<file path="config.mk">
export PLATFORM = sky130hd
export DESIGN_NAME = board_uart_dump
export DESIGN_NICKNAME = d
export VERILOG_FILES = /design/src/rtl/chess_pkg.sv /design/src/rtl/uart_tx_byte.sv /design/src/rtl/board_uart_dump.sv
export SDC_FILE = /design/constraint.sdc
export NUM_CORES = 1
export LEC_CHECK = 0
export BUFFER_PORTS_ARGS = -buffer_cell sky130_fd_sc_hd__buf_2
export CAP_MARGIN = 20
export CORE_MARGIN = 2
export CORE_UTILIZATION = 61
export CTS_BUF_LIST = sky130_fd_sc_hd__clkbuf_16
export CTS_CLUSTER_SIZE = 10
export DETAILED_ROUTE_END_ITERATION = 10
export PLACE_DENSITY = 0.86
export SETUP_SLACK_MARGIN = 0.4
export SLEW_MARGIN = 40
export SYNTH_ARGS = -nofsm -noshare
export SYNTH_HDL_FRONTEND = slang
export SYNTH_HIERARCHICAL = 1
export SYNTH_SLANG_ARGS = --single-unit
</file>
<file path="constraint.sdc">
create_clock -name full_clock -period 18.1 [get_ports full_clock]
set_input_delay 2.715 -clock full_clock [delete_from_list [all_inputs] [get_ports full_clock]]
set_output_delay 2.715 -clock full_clock [all_outputs]
set_load 0.02 [all_outputs]
</file>
<file path="src/rtl/chess_pkg.sv">
// Chess square encoding shared by the board consumers: piece codes, colour bit,
// ASCII helpers and the state encodings of the board UART dump.
package chess_pkg;

  localparam logic [2:0] PIECE_EMPTY   = 3'd0;
  localparam logic [2:0] PIECE_PAWN    = 3'd1;
  localparam logic [2:0] PIECE_KNIGHT  = 3'd2;
  localparam logic [2:0] PIECE_BISHOP  = 3'd3;
  localparam logic [2:0] PIECE_ROOK    = 3'd4;
  localparam logic [2:0] PIECE_QUEEN   = 3'd5;
  localparam logic [2:0] PIECE_KING    = 3'd6;
  localparam logic [2:0] PIECE_INVALID = 3'd7;

  localparam logic COLOR_WHITE = 1'b0;
  localparam logic COLOR_BLACK = 1'b1;

  localparam logic [7:0] ASCII_CR = 8'h0D;
  localparam logic [7:0] ASCII_LF = 8'h0A;

  typedef enum logic [1:0] {FR_IDLE, FR_LOAD, FR_SEND, FR_DONE} frame_state_t;
  typedef enum logic [1:0] {TX_IDLE, TX_START, TX_DATA, TX_STOP} tx_state_t;

  // White pieces are uppercase, black lowercase; '.' and '?' carry no colour.
  function automatic logic [7:0] piece_to_ascii(input logic [3:0] sq);
    logic [7:0] c;
    logic       lower;
    case (sq[2:0])
      PIECE_EMPTY:  c = 8'h2E;
      PIECE_PAWN:   c = 8'h50;
      PIECE_KNIGHT: c = 8'h4E;
      PIECE_BISHOP: c = 8'h42;
      PIECE_ROOK:   c = 8'h52;
      PIECE_QUEEN:  c = 8'h51;
      PIECE_KING:   c = 8'h4B;
      default:      c = 8'h3F;
    endcase
    case (sq[3])
      COLOR_WHITE: lower = 1'b0;
      COLOR_BLACK: lower = (sq[2:0] != PIECE_EMPTY) && (sq[2:0] != PIECE_INVALID);
      default:     lower = 1'b0;
    endcase
    return lower ? (c | 8'h20) : c;
  endfunction

endpackage

</file>
<file path="src/rtl/uart_tx_byte.sv">
// 8N1 byte serializer, CLKS_PER_BIT clocks per bit, line idles high.
// o_rdy also rises in the last stop-bit cycle so a byte offered then follows with no gap.
module uart_tx_byte
  import chess_pkg::*;
#(
  parameter int CLKS_PER_BIT = 868
) (
  input  logic       full_clock,
  input  logic       Reset,
  input  logic       i_vld,
  input  logic [7:0] i_dat,
  output logic       o_rdy,
  output logic       o_tx
);

  localparam int            CW        = (CLKS_PER_BIT > 1) ? $clog2(CLKS_PER_BIT) : 1;
  localparam logic [CW-1:0] BAUD_LAST = CW'(CLKS_PER_BIT - 1);

  tx_state_t     r_state;
  tx_state_t     w_state_nxt;
  logic [CW-1:0] r_baud;
  logic [2:0]    r_bit;
  logic [9:0]    r_shift;
  logic          w_bit_end;
  logic          w_accept;

  assign w_bit_end = (r_baud == BAUD_LAST);
  assign o_rdy     = (r_state == TX_IDLE) || ((r_state == TX_STOP) && w_bit_end);
  assign w_accept  = i_vld && o_rdy;
  assign o_tx      = r_shift[0];

  always_comb begin
    w_state_nxt = r_state;
    case (r_state)
      TX_IDLE:  if (w_accept) w_state_nxt = TX_START;
      TX_START: if (w_bit_end) w_state_nxt = TX_DATA;
      TX_DATA:  if (w_bit_end && (r_bit == 3'd7)) w_state_nxt = TX_STOP;
      TX_STOP:  if (w_bit_end) w_state_nxt = w_accept ? TX_START : TX_IDLE;
      default:  w_state_nxt = TX_IDLE;
    endcase
  end

  always_ff @(posedge full_clock or posedge Reset) begin
    if (Reset) r_state <= TX_IDLE;
    else       r_state <= w_state_nxt;
  end

  // Shifter holds {stop, data, start}; ones shift in so the line rests high.
  always_ff @(posedge full_clock or posedge Reset) begin
    if (Reset) begin
      r_baud  <= '0;
      r_bit   <= '0;
      r_shift <= '1;
    end else begin
      if ((r_state == TX_IDLE) || w_bit_end) r_baud <= '0;
      else                                   r_baud <= r_baud + 1'b1;
      if ((r_state == TX_DATA) && w_bit_end) r_bit <= r_bit + 3'd1;
      if (w_accept)                                  r_shift <= {1'b1, i_dat, 1'b0};
      else if ((r_state != TX_IDLE) && w_bit_end)    r_shift <= {1'b1, r_shift[9:1]};
    end
  end

endmodule

</file>
<file path="src/rtl/board_uart_dump.sv">
// Snapshots the 64-square board on each dump_req rising edge and sends it as
// eight 8-character ASCII rows, each ended by CR LF (80 bytes, 8N1) on uart_tx.
module board_uart_dump
  import chess_pkg::*;
#(
  parameter int CLK_HZ = 100_000_000,
  parameter int BAUD   = 115_200
) (
  input  logic         full_clock,
  input  logic         Reset,
  input  logic [255:0] board,
  input  logic         dump_req,
  output logic         uart_tx,
  output logic         busy,
  output logic         frame_done
);

  localparam int         CLKS_PER_BIT = CLK_HZ / BAUD;
  localparam logic [6:0] LAST_BYTE    = 7'd79;

  frame_state_t r_state;
  frame_state_t w_state_nxt;
  logic         r_req_s1;
  logic         r_req_s2;
  logic         r_req_d;
  logic         w_req_edge;
  logic         r_pend;
  logic [255:0] r_snap;
  logic [6:0]   r_idx;
  logic [2:0]   r_row;
  logic [3:0]   r_col;
  logic [255:0] w_src;
  logic [2:0]   w_row;
  logic [3:0]   w_col;
  logic [3:0]   w_sq_code;
  logic [7:0]   w_char;
  logic         w_last;
  logic         w_tx_vld;
  logic         w_tx_rdy;

  always_ff @(posedge full_clock or posedge Reset) begin
    if (Reset) begin
      r_req_s1 <= 1'b0;
      r_req_s2 <= 1'b0;
      r_req_d  <= 1'b0;
    end else begin
      r_req_s1 <= dump_req;
      r_req_s2 <= r_req_s1;
      r_req_d  <= r_req_s2;
    end
  end

  assign w_req_edge = r_req_s2 & ~r_req_d;
  assign w_last     = (r_idx == LAST_BYTE);

  always_comb begin
    w_state_nxt = r_state;
    case (r_state)
      FR_IDLE: if (w_req_edge) w_state_nxt = FR_LOAD;
      FR_LOAD: w_state_nxt = FR_SEND;
      FR_SEND: if (w_tx_rdy && w_last) w_state_nxt = FR_DONE;
      FR_DONE: w_state_nxt = (r_pend || w_req_edge) ? FR_LOAD : FR_IDLE;
      default: w_state_nxt = FR_IDLE;
    endcase
  end

  always_ff @(posedge full_clock or posedge Reset) begin
    if (Reset) r_state <= FR_IDLE;
    else       r_state <= w_state_nxt;
  end

  // Requests arriving mid-frame collapse into one follow-on frame.
  always_ff @(posedge full_clock or posedge Reset) begin
    if (Reset)                                      r_pend <= 1'b0;
    else if (r_state == FR_DONE)                    r_pend <= 1'b0;
    else if (w_req_edge && (r_state != FR_IDLE))    r_pend <= 1'b1;
  end

  // (r_row, r_col) points at the byte offered next; r_idx is the byte in flight.
  always_ff @(posedge full_clock or posedge Reset) begin
    if (Reset) begin
      r_snap <= '0;
      r_idx  <= '0;
      r_row  <= '0;
      r_col  <= '0;
    end else if (r_state == FR_LOAD) begin
      r_snap <= board;
      r_idx  <= '0;
      r_row  <= '0;
      r_col  <= 4'd1;
    end else if ((r_state == FR_SEND) && w_tx_vld && w_tx_rdy) begin
      r_idx <= r_idx + 7'd1;
      if (r_col == 4'd9) begin
        r_col <= '0;
        r_row <= r_row + 3'd1;
      end else begin
        r_col <= r_col + 4'd1;
      end
    end
  end

  // Byte 0 leaves during LOAD, so it reads the live board being captured that same edge.
  assign w_src     = (r_state == FR_LOAD) ? board : r_snap;
  assign w_row     = (r_state == FR_LOAD) ? 3'd0 : r_row;
  assign w_col     = (r_state == FR_LOAD) ? 4'd0 : r_col;
  assign w_sq_code = w_src[{w_row, w_col[2:0], 2'b00} +: 4];

  always_comb begin
    w_char = piece_to_ascii(w_sq_code);
    if (w_col[3]) w_char = w_col[0] ? ASCII_LF : ASCII_CR;
  end

  assign w_tx_vld   = (r_state == FR_LOAD) || ((r_state == FR_SEND) && !w_last);
  assign busy       = (r_state == FR_LOAD) || (r_state == FR_SEND);
  assign frame_done = (r_state == FR_DONE);

  uart_tx_byte #(
    .CLKS_PER_BIT(CLKS_PER_BIT)
  ) u_tx (
    .full_clock(full_clock),
    .Reset     (Reset),
    .i_vld     (w_tx_vld),
    .i_dat     (w_char),
    .o_rdy     (w_tx_rdy),
    .o_tx      (uart_tx)
  );

endmodule

</file>
**After elaboration in Yosys (flattened, before gate mapping)**

Index checks and enable logic that the tools add are counted.

- Add/sub/neg operators: 5
- Eq/ne operators: 23
- Shift-type cells: 1
- Muxes and demuxes: 31
- Bitwise operators: 3
- Reduce and logical (&&, ||, !) cells: 30

Operators with widths:

| cell | number |
|---|---|
| 256-bit 2-to-1 mux | 1 |
| 256-bit by 9-bit variable part select with 4-bit output | 1 |
| 7-bit case mux with 7 select lines | 1 |
| 10-bit 2-to-1 mux | 3 |
| 7-bit 2-to-1 mux | 3 |
| 4-bit 2-to-1 mux | 4 |
| 2-bit case mux with 4 select lines | 2 |
| 3-bit 2-to-1 mux | 5 |
| 3-bit equality test, second input constant | 4 |
| 2-bit 2-to-1 mux | 6 |
| 2-bit nonzero test | 6 |
| 1-bit logical AND | 11 |
| 10-bit by 1-bit adder with 10-bit output, second input constant | 1 |
| 10-bit equality test, second input constant | 1 |
| 2-bit equality test, second input constant | 4 |
| 2-bit by 1-bit != test with 1-bit output, second input constant | 4 |
| 7-bit by 1-bit adder with 7-bit output, second input constant | 1 |
| 7-bit equality test, second input constant | 1 |
| 3-bit by 1-bit adder with 3-bit output, second input constant | 2 |
| 3-bit by 2-bit equality test with 1-bit output, second input constant | 2 |
| 6-bit 2-to-1 mux | 1 |
| 1-bit logical OR | 5 |
| 4-bit by 1-bit adder with 4-bit output, second input constant | 1 |
| 2-bit by 1-bit equality test with 1-bit output, second input constant | 2 |
| other kinds (14) | 21 |

- Flip-flop bits (word level): 301
- Input bits: 259
- Output and inout port bits: 3
- Logic and storage cells: 106

**Logic depth before layout (Yosys ltp)**

- Depth in word-level cells: 9
- Gate-level depth with buffers: 16
- Depth with buffers taken out: 11

**Hierarchy**

The synthesis kept the hierarchy.

By module, submodules not included:

| module | instances | cells each | area an instance (um2) | sequential area each (um2) |
|---|---|---|---|---|
| board_uart_dump | 1 | 937 | 13080.0 | 6906.6 |
| uart_tx_byte | 1 | 127 | 1355.0 | 611.8 |

**Worst setup path after synthesis**

No wires, ideal clock.

- Path type: input to register
- Start point: in board[9]
- End point: reg u_tx.r_shift[3]
- Library setup time: 77 ps
- Data arrival time: 4524 ps
- Data required time: 18023 ps
- Slack: 13499 ps
- Stages on the path: 9
- Path buffers: 0
- Cell sequence: mux2_2 o221ai_1 a32o_1 or4_1 o221ai_2 nand3_1 a31oi_1 nand3_1 a31oi_1

- Longest elaborated chain between the ends: 7
- Elaborated cells on any way between the ends: 13
- Classes of those cells: eq/ne: 6; shift: 1; mux: 5; reduce/logical: 1

Ends and longest elaborated chain:

| what | line | source |
|---|---|---|
| start, declared | board_uart_dump.sv:11 | `input logic [255:0] board,` |
| 256-bit 2-to-1 mux * | -- |  |
| 256-bit by 9-bit variable part select with 4-bit output * | board_uart_dump.sv:106 | `assign w_sq_code = w_src[{w_row, w_col[2:0], 2'b00} +: 4];` |
| 3-bit equality test (tied with other cells) | chess_pkg.sv:27 | `case (sq[2:0])` |
| 7-bit case mux with 7 select lines * | chess_pkg.sv:27 |  |
| 6-bit 2-to-1 mux * | chess_pkg.sv:42 | `return lower ? (c \| 8'h20) : c;` |
| 7-bit 2-to-1 mux * | board_uart_dump.sv:110 | `if (w_col[3]) w_char = w_col[0] ? ASCII_LF : ASCII_CR;` |
| via w_char[2] | board_uart_dump.sv:36 | `logic [7:0] w_char;` |
| 10-bit 2-to-1 mux * | uart_tx_byte.sv:58 | `if (w_accept) r_shift <= {1'b1, i_dat, 1'b0};` |
| end signal, assigned | uart_tx_byte.sv:58 |  |
| end signal, assigned | uart_tx_byte.sv:59 | `else if ((r_state != TX_IDLE) && w_bit_end) r_shift <= {1'b1, r_shift[9:1]};` |
| end, declared | uart_tx_byte.sv:23 | `logic [9:0] r_shift;` |

The timed path passes the listed nets; every way through them passes the cells marked *.
A chain may end at the register's enable or synchronous reset.

==> impl_metrics.toml <==
[outcome]
result_of_the_run = "complete, no violations"

[place]
worst_slack_after_detailed_placement_ns = 13.12
gp_congestion = 0.842
hpwl_mm = 25.4
count_of_port_buffers_added_during_placement = 261

[worst_setup_path]
setup.worst_path.start_class = "flip-flop"
timing.critical_path.fanout_max = 65
cp_slowest_stage_delay_ns = 0.77
crit_path_end_kind = "flip-flop"
family_with_the_most_delay_on_the_worst_path = "simple AND/OR/NAND/NOR gates"
path_buf_inv = 2
data_arrival_time_of_the_critical_path_ns = 5.18
crit_type = "reg -> reg"
cp_cell_sequence = "inv_1 -> ha_4 -> buf_4 -> nand2b_1 -> mux2i_1 -> o221ai_1 -> a21o_1 -> a22o_4 -> or4_4 -> o211ai_2 -> nand3_1 -> a31oi_1"
cp_slowest_cell = "sky130_fd_sc_hd__nand2b_1"
required_ns = 18.52

[floorplanning]
die_footprint_sq_um = 24900
design.portCount = 262
die-height_um = 158
die_width_um = 158
core_area_sq_um = 23300
core.rowCount = 56
initial_core_util_pct = 61.9

[clock_tree]
quantity_of_gates_resized_following_cts = 0
cts_htree_levels = 2
clock-sinks = 300
insertion_delay_ns = 0.51
number_of_cts_inserted_buffers = 36
cts.hold.buffers_added = 0
cts_tree = "done"
clockRootBuffer = "sky130_fd_sc_hd__clkbuf_16"
cts_max_path_buffers = 3
postCtsSetupBuffers = 0
clk_pin_slew_ns = 0.06

[grt]
grt_pass1_vias = 10400
grt_first_pass_wirelength_mm = 56.3
grt_max_degree = 132
number_of_antenna_violations_at_the_first_check_in_global_routing = 12
globalRouteTotalUtil_pct = 29.8
grt_overflow_total = 0

[logic_synthesis]
synthFlopType = "sky130_fd_sc_hd__dfrtp_1"
synth_simple_gate_area_share_pct = 5.99
synth_top_family_by_area = "multiplexers"
synth.mux.area_fraction_pct = 29.1
synth_area_leader_cell = "sky130_fd_sc_hd__dfrtp_1"
synth-compound-area-share_pct = 6.78
synthesis.area_per_instance_sq_um = 13.6
synth_fa_ha_area_share_pct = 1.39
synth_async_sr_flop_share_pct = 100
number_of_enable_type_register_cells_in_the_synthesized_netlist = 0
synth.yosys.warnings = 6
synth_top_area_share_pct = 50.4
syn_inst = 1064
synthTopCellsByCount = "291 x sky130_fd_sc_hd__dfrtp_1, 261 x sky130_fd_sc_hd__mux2_2, 47 x sky130_fd_sc_hd__nor2_1"
synth_xor_xnor_area_share_pct = 0.971
synth.most_common_cell = "sky130_fd_sc_hd__dfrtp_1"
synth_area_leaders = "sky130_fd_sc_hd__dfrtp_1 50%, sky130_fd_sc_hd__mux2_2 20%, sky130_fd_sc_hd__mux4_2 5.3%"
synth_seq_area_share_pct = 52.1
syn-cell-area_sq_um = 14400
distinct_cell_type_count_after_synthesis = 86
mappedNetlistNets = 1339
synth-seq-cells = 300

[routing]
highest-signal-layer = "met5"
dr_total_vias = 9915
drc = 0
met3_length_mm = 3.04
antenna_left = 0
detail_route.wirelength_mm = 36.5
drt-met1-wl_mm = 14.4
dr.pass1.iters = 7
wl_per_cell_um = 22.3
detailroute.wirelength.met2_mm = 17.6
drt-initial-drc-count = 816
viasPerCell = 6.04

[sta]
skew_ns = 0.0206
rsz0062_at_grt = "false"
fmax_mhz = 210
setup_total_negative_slack_ns = 0
period_share_pct = 26.3
report.final.setup_viol = 0
post-route-min-period_ns = 4.76
worst_slack_ns = 13.34
max_slew_margin_pct = 37.3
fin_hold_ws_ns = 0.355
tightestPinTransition_ns = 0.927
final_hold_viol_count = 0
final_slew_violations = 0

[finish]
filler_cell_count = 1600
area_added_between_synthesis_and_finish_pct = 16.8
final_core_utilization_pct = 72.3
final_nets = 1577
layout-drive-gt1-share_pct = 49.4

[pwr]
power-per-cell-area_nw_per_um2 = 180
irDropWorstVdd_mv = 0.137
design_power_total_uw = 3040
power.leakage_uw = 0.00759

[run]
cap_violations = 0

[hold_path]
worst_hold_path_type = "reg -> reg"
[placed cells by master, fill, tap and decap left out, drive strengths merged, types with 9 or more instances in the layout]
master,count
xor2,11
nand3,21
dfrtp,291
ha,16
mux4,36
diode,9
mux2i,42
clkbuf,37
nand2,27
dfstp,9
mux2,263
nor3,9
o221ai,11
nor2b,10
a21oi,24
nor2,48
o21ai,29
a31oi,11
buf,272
inv,30
nand2b,10
[through the flow]
step / std cells / cell area (sq um)
6_report: 1641 / 16900
5_1_grt: 1638 / 16900
4_1_cts: 1632 / 16800
3_5_place_dp: 1583 / 15800
3_3_place_gp: 1582 / 15800
2_1_floorplan: 1064 / 14400
[metal layers]
layer / GRT usage, % / vias to the layer above
li1: - / 4406
met1: 38.1 / 4908
met2: 48.3 / 459
met3: 8.35 / 136
met4: 12.0 / 6
met5: 0 / -
[layout make-up]
class	count	area [sq um]	share of cell area, %
multi-input combinational	672	6400	38.0
tap	319	399	2.37
clock buffer	37	926	5.49
sequential	300	7520	44.6
timing repair buffer	272	1420	8.43
antenna	9	22.5	0.134
inverter	20	87.6	0.519
clock inverter	12	82.6	0.490
[flip-flops by register name, indices dropped and copies added, names as in the netlist]
| name | count |
|---|---|
| r_snap | 256 |
| r_row | 3 |
| r_req_s1 | 1 |
| u_tx/r_state | 2 |
| r_state | 2 |
| u_tx/r_bit | 3 |
| r_col | 4 |
| u_tx/r_shift | 9 |
| r_pend | 1 |
| u_tx/r_baud | 10 |
| r_req_d | 1 |
| r_req_s2 | 1 |
| r_idx | 7 |
[power breakdown]
group | switching, uW | internal, uW
sequential | 175 | 1000
combinational | 577 | 648
clock | 257 | 377
total | 1010 | 2030
[kinds of logic after synthesis]
kind of cell,after synthesis
adder cells (fa/ha/maj),16
buffers and inverters,92
AO/OA/AOI/OAI,133
AND/OR/NAND/NOR,165
other,1
flip-flops,300
XOR/XNOR,16
multiplexers,341
[path summary, 6_finish.rpt]
kind	startpoint	to	slack, ns	cells past startpoint
worst max register to register	r_state[1]	u_tx/r_shift[6]	13.34	12
min in group asynchronous	Reset	r_snap[162]	2.32	2
worst max-delay path	r_state[1]	u_tx/r_shift[6]	13.34	12
worst min-delay path	r_req_s1	r_req_s2	0.36	0
worst min register to register	r_req_s1	r_req_s2	0.36	0
max in group asynchronous	Reset	r_snap[158]	13.94	4
[worst reg2reg max path: cells and delay by family, from the launching register on]
family,cells,cell delay (ns)
buffers and inverters,2,0.88
adders and majority gates,1,0.69
AOI/OAI and AO/OA,5,1.02
DFF,1,0.41
muxes,1,0.28
and+or+nand+nor,3,1.40
Note: power is estimated with default switching activity, not from simulation.
